$ cat src/rtl/isa_pkg.sv
// Shared ISA constants for the fetch stage and its consumers: field layout, NOP,
// fetch FSM encodings and the field-split helper.
package isa_pkg;

  localparam int unsigned IW     = 16;
  localparam int unsigned OP_W   = 7;
  localparam int unsigned REG_W  = 3;
  localparam int unsigned OP_LSB = 9;
  localparam int unsigned RS_LSB = 6;
  localparam int unsigned RT_LSB = 3;
  localparam int unsigned RD_LSB = 0;

  localparam logic [IW-1:0] NOP = 16'h0000;

  typedef enum logic [1:0] {
    ST_IDLE  = 2'd0,
    ST_RUN   = 2'd1,
    ST_DRAIN = 2'd2,
    ST_HALT  = 2'd3
  } fetch_state_e;

  typedef struct packed {
    logic [OP_W-1:0]  op_code;
    logic [REG_W-1:0] rs;
    logic [REG_W-1:0] rt;
    logic [REG_W-1:0] rd;
  } instr_fields_t;

  // Split a 16-bit instruction word into its opcode and register fields.
  function automatic instr_fields_t split_instr(input logic [IW-1:0] w);
    instr_fields_t f;
    f.op_code = w[OP_LSB +: OP_W];
    f.rs      = w[RS_LSB +: REG_W];
    f.rt      = w[RT_LSB +: REG_W];
    f.rd      = w[RD_LSB +: REG_W];
    return f;
  endfunction

endpackage

$ cat src/rtl/instr_rom.sv
// Program ROM with an asynchronous read port; contents fixed at elaboration from
// a packed image (word i at bits [i*IW +: IW]). Addresses past DEPTH read as NOP.
module instr_rom
  import isa_pkg::*;
#(
  parameter int unsigned       AW    = 8,
  parameter int unsigned       DEPTH = 256,
  parameter logic [DEPTH*IW-1:0] IMAGE = '0
) (
  input  logic [AW-1:0] addr_i,
  output logic [IW-1:0] rdata_c
);

  logic [31:0] addr_ext;

  assign addr_ext = 32'(addr_i);
  assign rdata_c  = (addr_ext < DEPTH) ? IMAGE[addr_ext*IW +: IW] : NOP;

endmodule

$ cat src/rtl/ifu_fetch.sv
// Instruction fetch stage: PC, instruction register and fetch FSM feeding the cu
// and register file through a valid/ready handshake.
module ifu_fetch
  import isa_pkg::*;
#(
  parameter int unsigned         AW        = 8,
  parameter int unsigned         DEPTH     = 256,
  parameter logic [DEPTH*IW-1:0] ROM_IMAGE = '0
) (
  input  logic              clk,
  input  logic              rst,
  input  logic              start,
  input  logic              ready,
  input  logic              jmp_en,
  input  logic [AW-1:0]     jmp_addr,
  output logic              valid,
  output logic [IW-1:0]     instr,
  output logic [OP_W-1:0]   op_code,
  output logic [REG_W-1:0]  rs,
  output logic [REG_W-1:0]  rt,
  output logic [REG_W-1:0]  rd,
  output logic [AW-1:0]     pc,
  output logic              halted
);

  localparam logic [AW-1:0] LAST_ADDR = AW'(DEPTH - 1);

  fetch_state_e  state_q, state_d;
  logic [AW-1:0] pc_q, pc_d;
  logic [IW-1:0] instr_q, instr_d;
  logic          valid_q, valid_d;
  logic          halted_q, halted_d;
  logic [IW-1:0] rom_data_c;
  instr_fields_t fields;

  instr_rom #(
    .AW    (AW),
    .DEPTH (DEPTH),
    .IMAGE (ROM_IMAGE)
  ) u_rom (
    .addr_i  (pc_q),
    .rdata_c (rom_data_c)
  );

  always_ff @(posedge clk) begin
    if (rst) begin
      state_q  <= ST_IDLE;
      pc_q     <= '0;
      instr_q  <= NOP;
      valid_q  <= 1'b0;
      halted_q <= 1'b0;
    end else begin
      state_q  <= state_d;
      pc_q     <= pc_d;
      instr_q  <= instr_d;
      valid_q  <= valid_d;
      halted_q <= halted_d;
    end
  end

  // Next-state: a jump beats a fetch; a fetch happens whenever the IR is empty or draining.
  always_comb begin
    state_d  = state_q;
    pc_d     = pc_q;
    instr_d  = instr_q;
    valid_d  = valid_q;
    halted_d = halted_q;

    case (state_q)
      ST_IDLE: begin
        valid_d = 1'b0;
        if (start) begin
          state_d = ST_RUN;
          pc_d    = '0;
        end
      end

      ST_RUN: begin
        if (jmp_en) begin
          pc_d    = jmp_addr;
          valid_d = 1'b0;
          instr_d = NOP;
        end else if (!valid_q || ready) begin
          instr_d = rom_data_c;
          valid_d = 1'b1;
          if (pc_q == LAST_ADDR) begin
            state_d = ST_DRAIN;
          end else begin
            pc_d = pc_q + AW'(1);
          end
        end
      end

      ST_DRAIN: begin
        if (jmp_en) begin
          pc_d    = jmp_addr;
          valid_d = 1'b0;
          instr_d = NOP;
          state_d = ST_RUN;
        end else if (valid_q && ready) begin
          valid_d  = 1'b0;
          state_d  = ST_HALT;
          halted_d = 1'b1;
        end
      end

      ST_HALT: begin
        valid_d  = 1'b0;
        halted_d = 1'b1;
        if (start) begin
          state_d  = ST_RUN;
          pc_d     = '0;
          halted_d = 1'b0;
        end
      end

      default: begin
        state_d  = ST_IDLE;
        pc_d     = '0;
        valid_d  = 1'b0;
        halted_d = 1'b0;
      end
    endcase
  end

  assign fields  = split_instr(instr_q);
  assign valid   = valid_q;
  assign instr   = instr_q;
  assign op_code = fields.op_code;
  assign rs      = fields.rs;
  assign rt      = fields.rt;
  assign rd      = fields.rd;
  assign pc      = pc_q;
  assign halted  = halted_q;

endmodule
$ cat config.mk
export PLATFORM = sky130hd
export DESIGN_NAME = ifu_fetch
export DESIGN_NICKNAME = d
export VERILOG_FILES = /design/src/rtl/isa_pkg.sv /design/src/rtl/instr_rom.sv /design/src/rtl/ifu_fetch.sv
export SDC_FILE = /design/constraint.sdc
export NUM_CORES = 1
export LEC_CHECK = 0
export CORE_MARGIN = 8
export CORE_UTILIZATION = 41
export CTS_BUF_LIST = sky130_fd_sc_hd__clkbuf_4 sky130_fd_sc_hd__clkbuf_8 sky130_fd_sc_hd__clkbuf_16
export CTS_CLUSTER_DIAMETER = 30
export CTS_CLUSTER_SIZE = 10
export DETAILED_ROUTE_END_ITERATION = 12
export GPL_ROUTABILITY_DRIVEN = 0
export PLACE_DENSITY_LB_ADDON = 0.2
export SLEW_MARGIN = 20
export SYNTH_ARGS = -nofsm -noshare
export SYNTH_HDL_FRONTEND = slang
export SYNTH_SLANG_ARGS = --single-unit
$ cat constraint.sdc
create_clock -name clk -period 2.5 [get_ports clk]
set_input_delay 0.5 -clock clk [delete_from_list [all_inputs] [get_ports clk]]
set_output_delay 0.5 -clock clk [all_outputs]
set_load 0.02 [all_outputs]
==> results.cfg <==
[timing]
min_period_ns = 1.917
setup_violations = 0
layout_setup_ws_ns = 0.5835
hold_viol = 0
skew_ns = 0.003724
fin_crit_sh = 0.7666
rsz0062_at_grt = no
max_freq_mhz = 521.8
finalSetupTns_ns = 0
slew_viol_final = 0

[synthesis]
yosys.area.top_type_share = 0.2040
synthFlopType = dfxtp_1
synth_cell_types = 43
async_flop_share = 0
synth-edff-count = 0
syn_area_mm2 = 0.001177
yosysMostFrequentCell = buf_4
postSynthCellCount = 146
synth.ff_latch_count = 12
yosys.area.top_type = dfxtp_1
yosys-top-cells-count = 32 x buf_4, 12 x dfxtp_1, 11 x nand2_1
synth.avg_cell_area_um2 = 8.064
synth_area_leaders = dfxtp_1 20%, buf_4 20%, ha_1 5.3%
seq_area_frac_synth = 0.2040
ys.warnings.count = 0

[clock_tree]
clockBufferDepth = 2
path_clk_slew_ns = 0.08
root_buffer = clkbuf_4
cts_buffers = 3
htree_num_levels = 1
cts.sinks = 12
postCtsHoldBufs = 0
cts_resized = 0
clk_latency_ns = 0.28
post_cts_buffers = 0
cts_tree = done

[routing]
drc = 0
vias_per_cell = 5.303
firstDrtPassIters = 4
antenna_left = 0
vias = 1050
wl_per_cell_um = 14.61
drt-total-wl_um = 2893
first_iter_violations = 54

[setup_path]
required_ns = 2.67
critPathMaxFanout = 10
timing.rr.end = pc[5]
cp_slowest_cell = clkdlybuf4s50_1
critPathBufInv = 1
critPathArrivalTime_ns = 2.08
path_cells = clkdlybuf4s50_1 > nor4bb_1 > or4_1 > o211ai_1 > a221oi_1
reg2reg_depth = 6
end_kind = register
start_kind = primary input
crit_family = buffers and inverters
max_stage_delay_ns = 0.66
crit_path_end = pc[5]
startpoint = jmp_en
critPathKind = in2reg
cp.depth = 5
r2r_slack_ns = 0.61
r2r_start = state_q[1]

[grt]
antenna_found_initial = 0
grt_overflow = 0
grt_max_degree = 12
grt_first_pass_wirelength_um = 4774
grt_pass1_vias = 977
track_usage = 0.1143

[die]
coreArea_mm2 = 0.002734
die_w_um = 69.59
start_util = 0.4307
rows = 19
pin_count = 55
die_h_um = 69.59
die_area_mm2 = 0.004842

[power]
leakage_nw = 0.5054
p_per_area_mw_per_mm2 = 920.5
peakVddDrop_mv = 0.5118

[layout]
diodes = 0
area_delta_synth_final_pct = 11.58
drive_above_1_share = 0.05988
fin_nets = 187

[placed_design]
place_ws_ns = 0.2850
io_buffers = 22
dp_hpwl_um = 2354

[job]
maxCapViolCount = 0

[hold_path]
hold_class = reg2reg

[outcome]
status = finished, final reports clean
==> cell usage in the layout (no fill, tap or decap), drive strengths merged, types with 2 or more instances in the layout <==
cell / instances
nand3: 4
inv: 9
o311ai: 2
o31a: 2
o21ai: 4
a221o: 3
o211ai: 3
clkdlybuf4s50: 22
nand2b: 5
conb: 32
nor2b: 4
a211oi: 6
ha: 5
buf: 2
clkbuf: 3
a21oi: 5
o31ai: 2
nor2: 5
a22o: 2
or3: 3
a311oi: 2
mux2i: 2
dfxtp: 12
nand2: 11
a221oi: 3
==> sequential cells by signal, summed over array words and instances (netlist names) <==
| name | cells |
|---|---|
| halted | 1 |
| state_q | 2 |
| pc | 8 |
| valid | 1 |
==> per-layer routing <==
layer	vias up	share of wire	track usage
met5	-	0	0
met4	0	0.0017	0.02050
met3	2	0.094	0.05866
met2	41	0.50	0.1875
met1	498	0.41	0.1299
li1	509	-	-
==> cell families (layout without fill, tap and decap cells) <==
logic type / Yosys count / count (layout) / synth area share
buffers and inverters: 46 / 36 / 0.2635
and+or+nand+nor: 40 / 40 / 0.1870
AOI/OAI and AO/OA: 39 / 39 / 0.2593
DFF: 12 / 12 / 0.2040
adders and majority gates: 5 / 5 / 0.05313
muxes: 3 / 3 / 0.02975
other: 1 / 32 / 0.003185
==> metrics by stage <==
step	hold WS, ns	cell area (µm²)	cells	total power, mW	util
2_1_floorplan	0.5026	1294	177	0.9101	-
3_3_place_gp	0.5023	1291	195	1.072	0.4723
3_5_place_dp	0.5204	1291	195	1.087	0.4723
4_1_cts	0.5386	1314	198	1.221	0.4805
5_1_grt	0.5518	1314	198	1.309	0.4805
6_report	0.5255	1314	198	1.209	0.4805
==> worst min-delay path by stage <==
| stage | to | slack [ns] | depth (start not counted) | from |
|---|---|---|---|---|
| after global routing | pc[1] | 0.55 | 2 | pc[1] |
| after floorplan | state_q[0] | 0.50 | 2 | state_q[0] |
| after CTS | pc[1] | 0.54 | 2 | pc[1] |
| final | pc[1] | 0.53 | 2 | pc[1] |
| after detailed placement | pc[1] | 0.52 | 2 | pc[1] |
| after global placement | pc[1] | 0.50 | 2 | pc[1] |
==> worst reg2reg max path, cell delays in order (launching register included) <==
cell and delay (ns):
dfxtp_1 0.37, inv_1 0.09, ha_1 0.32, nor4bb_1 0.21, or4_1 0.51, o211ai_1 0.17, a221oi_1 0.10
==> final cells by class <==
type                            count  area, µm²
Timing Repair Buffer               24      235.2
Multi-Input combinational cell    119      743.2
Fill cell                         282       1420
Sequential cell                    12      240.2
Inverter                            9      33.78
Clock buffer                        3      22.52
Tap cell                           31      38.79
==> report_power, final <==
part | switching (mW) | internal, mW | total, mW
Clock | 0.0708 | 0.0559 | 0.127
Sequential | 0.0695 | 0.251 | 0.321
Combinational | 0.437 | 0.325 | 0.762
Total | 0.577 | 0.632 | 1.21
No activity file was read; power rests on OpenSTA's default activity.
